### src/rtl/dadda_operand_skid.sv
// dadda_operand_skid
//   Registered operand-issue stage feeding the 16x16 partial-product generator.
//   Operand pairs (a,b) arrive on a valid/ready handshake and sit in a two-entry
//   skid buffer (main + skid register). The main register drives out_a/out_b
//   directly, so the partial-product array always sees stable registered operands.
//   An issued-operation counter supports throughput checks.
//
// Ports
//   clk        in   1       rising-edge clock
//   rst        in   1       synchronous active-high reset
//   in_valid   in   1       upstream pair valid
//   in_ready   out  1       registered; stage can accept a pair
//   in_a/in_b  in   WIDTH   multiplicand / multiplier
//   out_valid  out  1       registered pair valid toward the partial-product stage
//   out_ready  in   1       downstream accepts
//   out_a/b    out  WIDTH   main register contents
//   op_count   out  CNT_W   output handshakes since reset, wrapping
//   out_zero   out  1       present only with DADDA_ZERO_DETECT_EN defined:
//                           registered (out_a==0)|(out_b==0)
//
// Build option: define DADDA_ZERO_DETECT_EN to add the out_zero flag.

module dadda_operand_skid #(
  parameter int WIDTH = 16,
  parameter int CNT_W = 16
) (
  input  logic             clk,
  input  logic             rst,
  input  logic             in_valid,
  output logic             in_ready,
  input  logic [WIDTH-1:0] in_a,
  input  logic [WIDTH-1:0] in_b,
  output logic             out_valid,
  input  logic             out_ready,
  output logic [WIDTH-1:0] out_a,
  output logic [WIDTH-1:0] out_b,
  output logic [CNT_W-1:0] op_count
`ifdef DADDA_ZERO_DETECT_EN
  ,
  output logic             out_zero
`endif
);

  // state | meaning
  // EMPTY | main and skid empty
  // ONE   | main holds a pair, skid empty
  // FULL  | main and skid both hold a pair (in_ready low)
  typedef enum logic [1:0] {
    EMPTY = 2'd0,
    ONE   = 2'd1,
    FULL  = 2'd2
  } state_t;

  state_t           state;
  state_t           next_state;
  logic [WIDTH-1:0] skid_a;
  logic [WIDTH-1:0] skid_b;
  logic             acc;
  logic             iss;
  logic             load_main;
  logic             load_skid;
  logic [WIDTH-1:0] main_d_a;
  logic [WIDTH-1:0] main_d_b;

  assign acc = in_valid & in_ready;
  assign iss = out_valid & out_ready;

  // Next-state and datapath steering. The main register takes the incoming
  // pair except when draining FULL, where the skid entry moves up so order is kept.
  always_comb begin
    next_state = state;
    load_main  = 1'b0;
    load_skid  = 1'b0;
    main_d_a   = in_a;
    main_d_b   = in_b;
    case (state)
      EMPTY: begin
        if (acc) begin
          next_state = ONE;
          load_main  = 1'b1;
        end
      end
      ONE: begin
        if (acc && iss) begin
          load_main = 1'b1;
        end else if (acc) begin
          next_state = FULL;
          load_skid  = 1'b1;
        end else if (iss) begin
          next_state = EMPTY;
        end
      end
      FULL: begin
        main_d_a = skid_a;
        main_d_b = skid_b;
        if (iss) begin
          next_state = ONE;
          load_main  = 1'b1;
        end
      end
      default: next_state = EMPTY;
    endcase
  end

  always_ff @(posedge clk) begin
    if (rst) begin
      state     <= EMPTY;
      in_ready  <= 1'b0;
      out_valid <= 1'b0;
      out_a     <= '0;
      out_b     <= '0;
      skid_a    <= '0;
      skid_b    <= '0;
      op_count  <= '0;
`ifdef DADDA_ZERO_DETECT_EN
      out_zero  <= 1'b1;
`endif
    end else begin
      state     <= next_state;
      // Registered from next_state so it never follows out_ready combinationally.
      in_ready  <= (next_state != FULL);
      out_valid <= (next_state != EMPTY);
      if (iss) begin
        op_count <= op_count + 1'b1;
      end
      if (load_main) begin
        out_a <= main_d_a;
        out_b <= main_d_b;
`ifdef DADDA_ZERO_DETECT_EN
        out_zero <= (main_d_a == '0) | (main_d_b == '0);
`endif
      end
      if (load_skid) begin
        skid_a <= in_a;
        skid_b <= in_b;
      end
    end
  end

endmodule

### config.mk
export PLATFORM = sky130hd
export DESIGN_NAME = dadda_operand_skid
export DESIGN_NICKNAME = d
export VERILOG_FILES = /design/src/rtl/dadda_operand_skid.sv
export SDC_FILE = /design/constraint.sdc
export NUM_CORES = 1
export LEC_CHECK = 0
export CORE_MARGIN = 2
export CORE_UTILIZATION = 49
export DETAILED_ROUTE_END_ITERATION = 7
export PLACE_DENSITY = 0.81
export SYNTH_ARGS = -nofsm -noshare
export SYNTH_HDL_FRONTEND = slang
export SYNTH_SLANG_ARGS = --single-unit
export TNS_END_PERCENT = 100
### constraint.sdc
create_clock -name clk -period 1.9 [get_ports clk]
set_input_delay 0.475 -clock clk [delete_from_list [all_inputs] [get_ports clk]]
set_output_delay 0.475 -clock clk [all_outputs]
set_load 0.02 [all_outputs]
==> results.tsv <==
stage	metric	value	unit
placement	Placement Setup Slack	-0.2455	ns
yosys	mux contribution to synthesized area	8.855	%
global_route	first-pass GRT wire length	13550	um
yosys	post-synthesis cell count	390	
power_and_ir_drop	sequential power share	47.8	%
worst_setup_path	critical path's largest stage delay	0.64	ns
global_route	largest net degree at the start of global routing	49	
yosys	largest family of logic cells by synthesized area	simple AND/OR/NAND/NOR gates	
die	# IOs	86	
worst_setup_path	slowest stage cell, crit path	clkdlybuf4s50_1	
worst_hold_path	min-delay worst type	reg -> reg	
global_route	GRT overflow	0	
worst_setup_path	Buf+Inv Stages, Crit Path	1	
placement	Placement Cell Area	4603	um2
placement	Detailed Place HPWL	5457	um
clock_network	H-tree depth	3	
cells_and_area	Final Non-Filler Cells	576	
cells_and_area	FILL cells	587	
clock_network	CTS Root Cell	clkbuf_8	
drt	Metal-1 WL	3741	um
sta	Final Setup Violations	0	
cells_and_area	Area growth syn-to-layout	33.52	%
yosys	Cell variety after synth	36	
drt	DRT antenna net count	0	
job	Max Cap Viol	0	
die	Chip Width	89.92	um
global_route	vias in the first global route	2973	
sta	Hold WS	0.4588	ns
power_and_ir_drop	Power Internal	2.937	mW
worst_setup_path	Setup crit start	op_count[5]	
drt	DR WL met2	3943	um
clock_network	CTS tree	yes	
drt	met3 wire length	351	um
power_and_ir_drop	Comb power frac	16.3	%
yosys	Synth Area in Compound Gates	18.37	%
worst_setup_path	critical path type	reg -> out	
sta	Slew Viols, Final	0	
sta	Max Clk Rate	531.5	MHz
yosys	Adder-Cell Fraction of Synth Area	0.3459	%
sta	RSZ-0062 raised after global routing	no	
worst_setup_path	Crit path depth	1	
sta	Final WS setup	0.01845	ns
power_and_ir_drop	Clock power frac	35.9	%
die	FP Rows	31	
worst_setup_path	CP endpoint kind	output port	
sta	Worst Tran Pin Value	0.3804	ns
cells_and_area	multi-input logic area	1767	um2
worst_setup_path	required time of the worst setup path	1.42	ns
cells_and_area	most frequent cells in the layout	84 x dfxtp_1, 75 x nand2_1, 73 x clkdlybuf4s50_1	
global_route	initial antenna violation count	0	
cells_and_area	share of layout cells above drive strength 1	14.68	%
clock_network	Clock Pin Slew Worst Setup and Hold Paths	0.08	ns
cells_and_area	antenna diode count	0	
yosys	Seq cells post-synth	84	
yosys	XOR/XNOR Fraction of Synth Area	2.421	%
worst_setup_path	worst path cell trace	clkdlybuf4s50_1	
power_and_ir_drop	Net Switching	1.031	mW
yosys	top_reg_cell synth	dfxtp_1	
sta	Tmin final	1.882	ns
placement	number of port buffers	85	
worst_setup_path	worst endpoint data arrival time	1.41	ns
drt	Wirelength per Cell	14.19	um
die	die area	8086	um2
cells_and_area	FF/Latch Area	1682	um2
power_and_ir_drop	Net Sw Frac	25.99	%
drt	DR vias	3050	
drt	DRC	0	
die	die height	89.92	um
global_route	GRT Resource Usage Total	20.19	%
sta	Setup Skew	0.008680	ns
clock_network	Clock Path Buffers	2	
sta	Tcrit/Tclk final	99.03	%
worst_hold_path	worst hold stages	2	
drt	DR iter-0 viols	78	
drt	highest layer used for signal routing	met4	
power_and_ir_drop	Pleak	1.986	nW
cells_and_area	Final Cell Area	4830	um2
worst_setup_path	crit-path max FO	5	
drt	drt first pass iters	4	
clock_network	hold buffer count at CTS	0	
power_and_ir_drop	VDD IR max	0.0004152	V
clock_network	clock latency on the worst-skew pair	0.35	ns
yosys	Async SR Flop Fraction	0	%
power_and_ir_drop	P per Cell Area	821.5	nW/um2
status	status	complete, no violations	
yosys	Syn. warnings	0	
clock_network	Sink Count	84	
placement	Post-Place Cells	560	
clock_network	cts bufs inserted	9	
worst_hold_path	min-delay src	skid_a[3]	
cells_and_area	final net count	509	
yosys	syn nets	427	
yosys	Post-synth EDFFs	0	
worst_setup_path	CP delay by family, top	buffers and inverters	
placement	global placement routability congestion	0.8621	
yosys	Mapped Area	3617	um2
die	core area	7214	um2
yosys	Mean Syn Cell Area	9.275	um2
drt	Avg Vias per Cell	5.295	
sta	setup TNS	0	ns
worst_setup_path	R2R cell count	5	
worst_setup_path	Setup crit start kind	flip-flop	
drt	WL final	8172	um
worst_setup_path	reg2reg start	state[1]	
sta	slew margin rel.	74.64	%
yosys	register area share after synthesis	46.49	%
sta	Final Hold Fails	0	
yosys	simple logic cell fraction of the synthesized area	18.75	%
die	Starting Density	50.14	%
cells_and_area	leading cell type in the layout, fill and taps excluded	dfxtp_1	
## state kept, by name, summed over array words and instances (netlist names)
name       count
skid_a        16
in_ready       1
state          2
out_a         16
out_b         16
out_valid      1
skid_b        16
op_count      16
## logic make-up (layout without fill, tap and decap cells)
group	Yosys count	count (layout)
compound gates	82	82
xor+xnor	10	10
fa+ha+maj	1	1
buf+inv	31	118
flops	84	84
mux	32	32
simple gates	150	150
## per-stage QoR
stage          utilization, %  power, mW
3_3_place_gp            63.81      2.570
3_5_place_dp            63.81      2.588
4_1_cts                 66.81      3.995
2_1_floorplan               -      2.308
6_report                66.94      3.968
5_1_grt                 66.94      4.138
## synthesized netlist by cell type (2+ instances only)
cell type	instances	area, um2
a211oi_2	32	400.4
buf_2	9	45.04
nand2_1	75	281.5
buf_6	5	56.30
buf_4	2	15.01
clkbuf_1	11	41.29
xnor2_1	3	26.28
and4_1	2	17.52
and3_1	2	12.51
buf_1	2	7.510
nand4_1	6	37.54
xor2_1	7	61.31
dfxtp_1	84	1682
nor2_1	45	168.9
a21oi_1	41	205.2
o21ai_0	4	20.02
a21o_1	2	15.01
or3_1	4	25.02
nand3_1	5	25.02
inv_1	2	7.510
mux2i_1	32	320.3
## final cells by class
class	count	area share (%)
tap	99	2.565
clock inverter	5	1.736
inverter	2	0.1554
clock buffer	11	2.927
sequential	84	34.82
timing repair buffer	100	21.22
multi-input combinational	275	36.58
## worst register-to-register path: cells and delay by family (launching register included)
family                 cells  cell delay [ns]
AOI/OAI and AO/OA          2             0.45
buffers and inverters      1             0.21
DFF                        1             0.44
and+or+nand+nor            2             0.43
## path summary, 6_finish.rpt
path	end	slack [ns]
setup / recovery	op_count[5]	0.02
setup reg to reg	out_a[8]	0.26
hold / removal	skid_a[3]	0.46
hold reg to reg	skid_a[3]	0.46
## repair_timing
item                                    in CTS  in global routing
setup buffers                                0                  0
resized for setup                            7                  4
endpoints found under the setup margin       7                  4
## power by group through the flow
stage,logic [mW],clock network (mW),registers (mW)
final,0.645,1.42,1.90
after detailed placement,0.651,0,1.94
after floorplan,0.296,0,2.01
after global routing,0.690,1.54,1.91
after CTS,0.652,1.45,1.90
after global placement,0.633,0,1.94
## routing by layer
metal / track usage, % / vias up
met1: 25.90 / 1450
met5: 0 / -
li1: - / 1512
met4: 8.077 / 0
met2: 33.78 / 77
met3: 3.688 / 11
(Power assumes the default switching activity.)
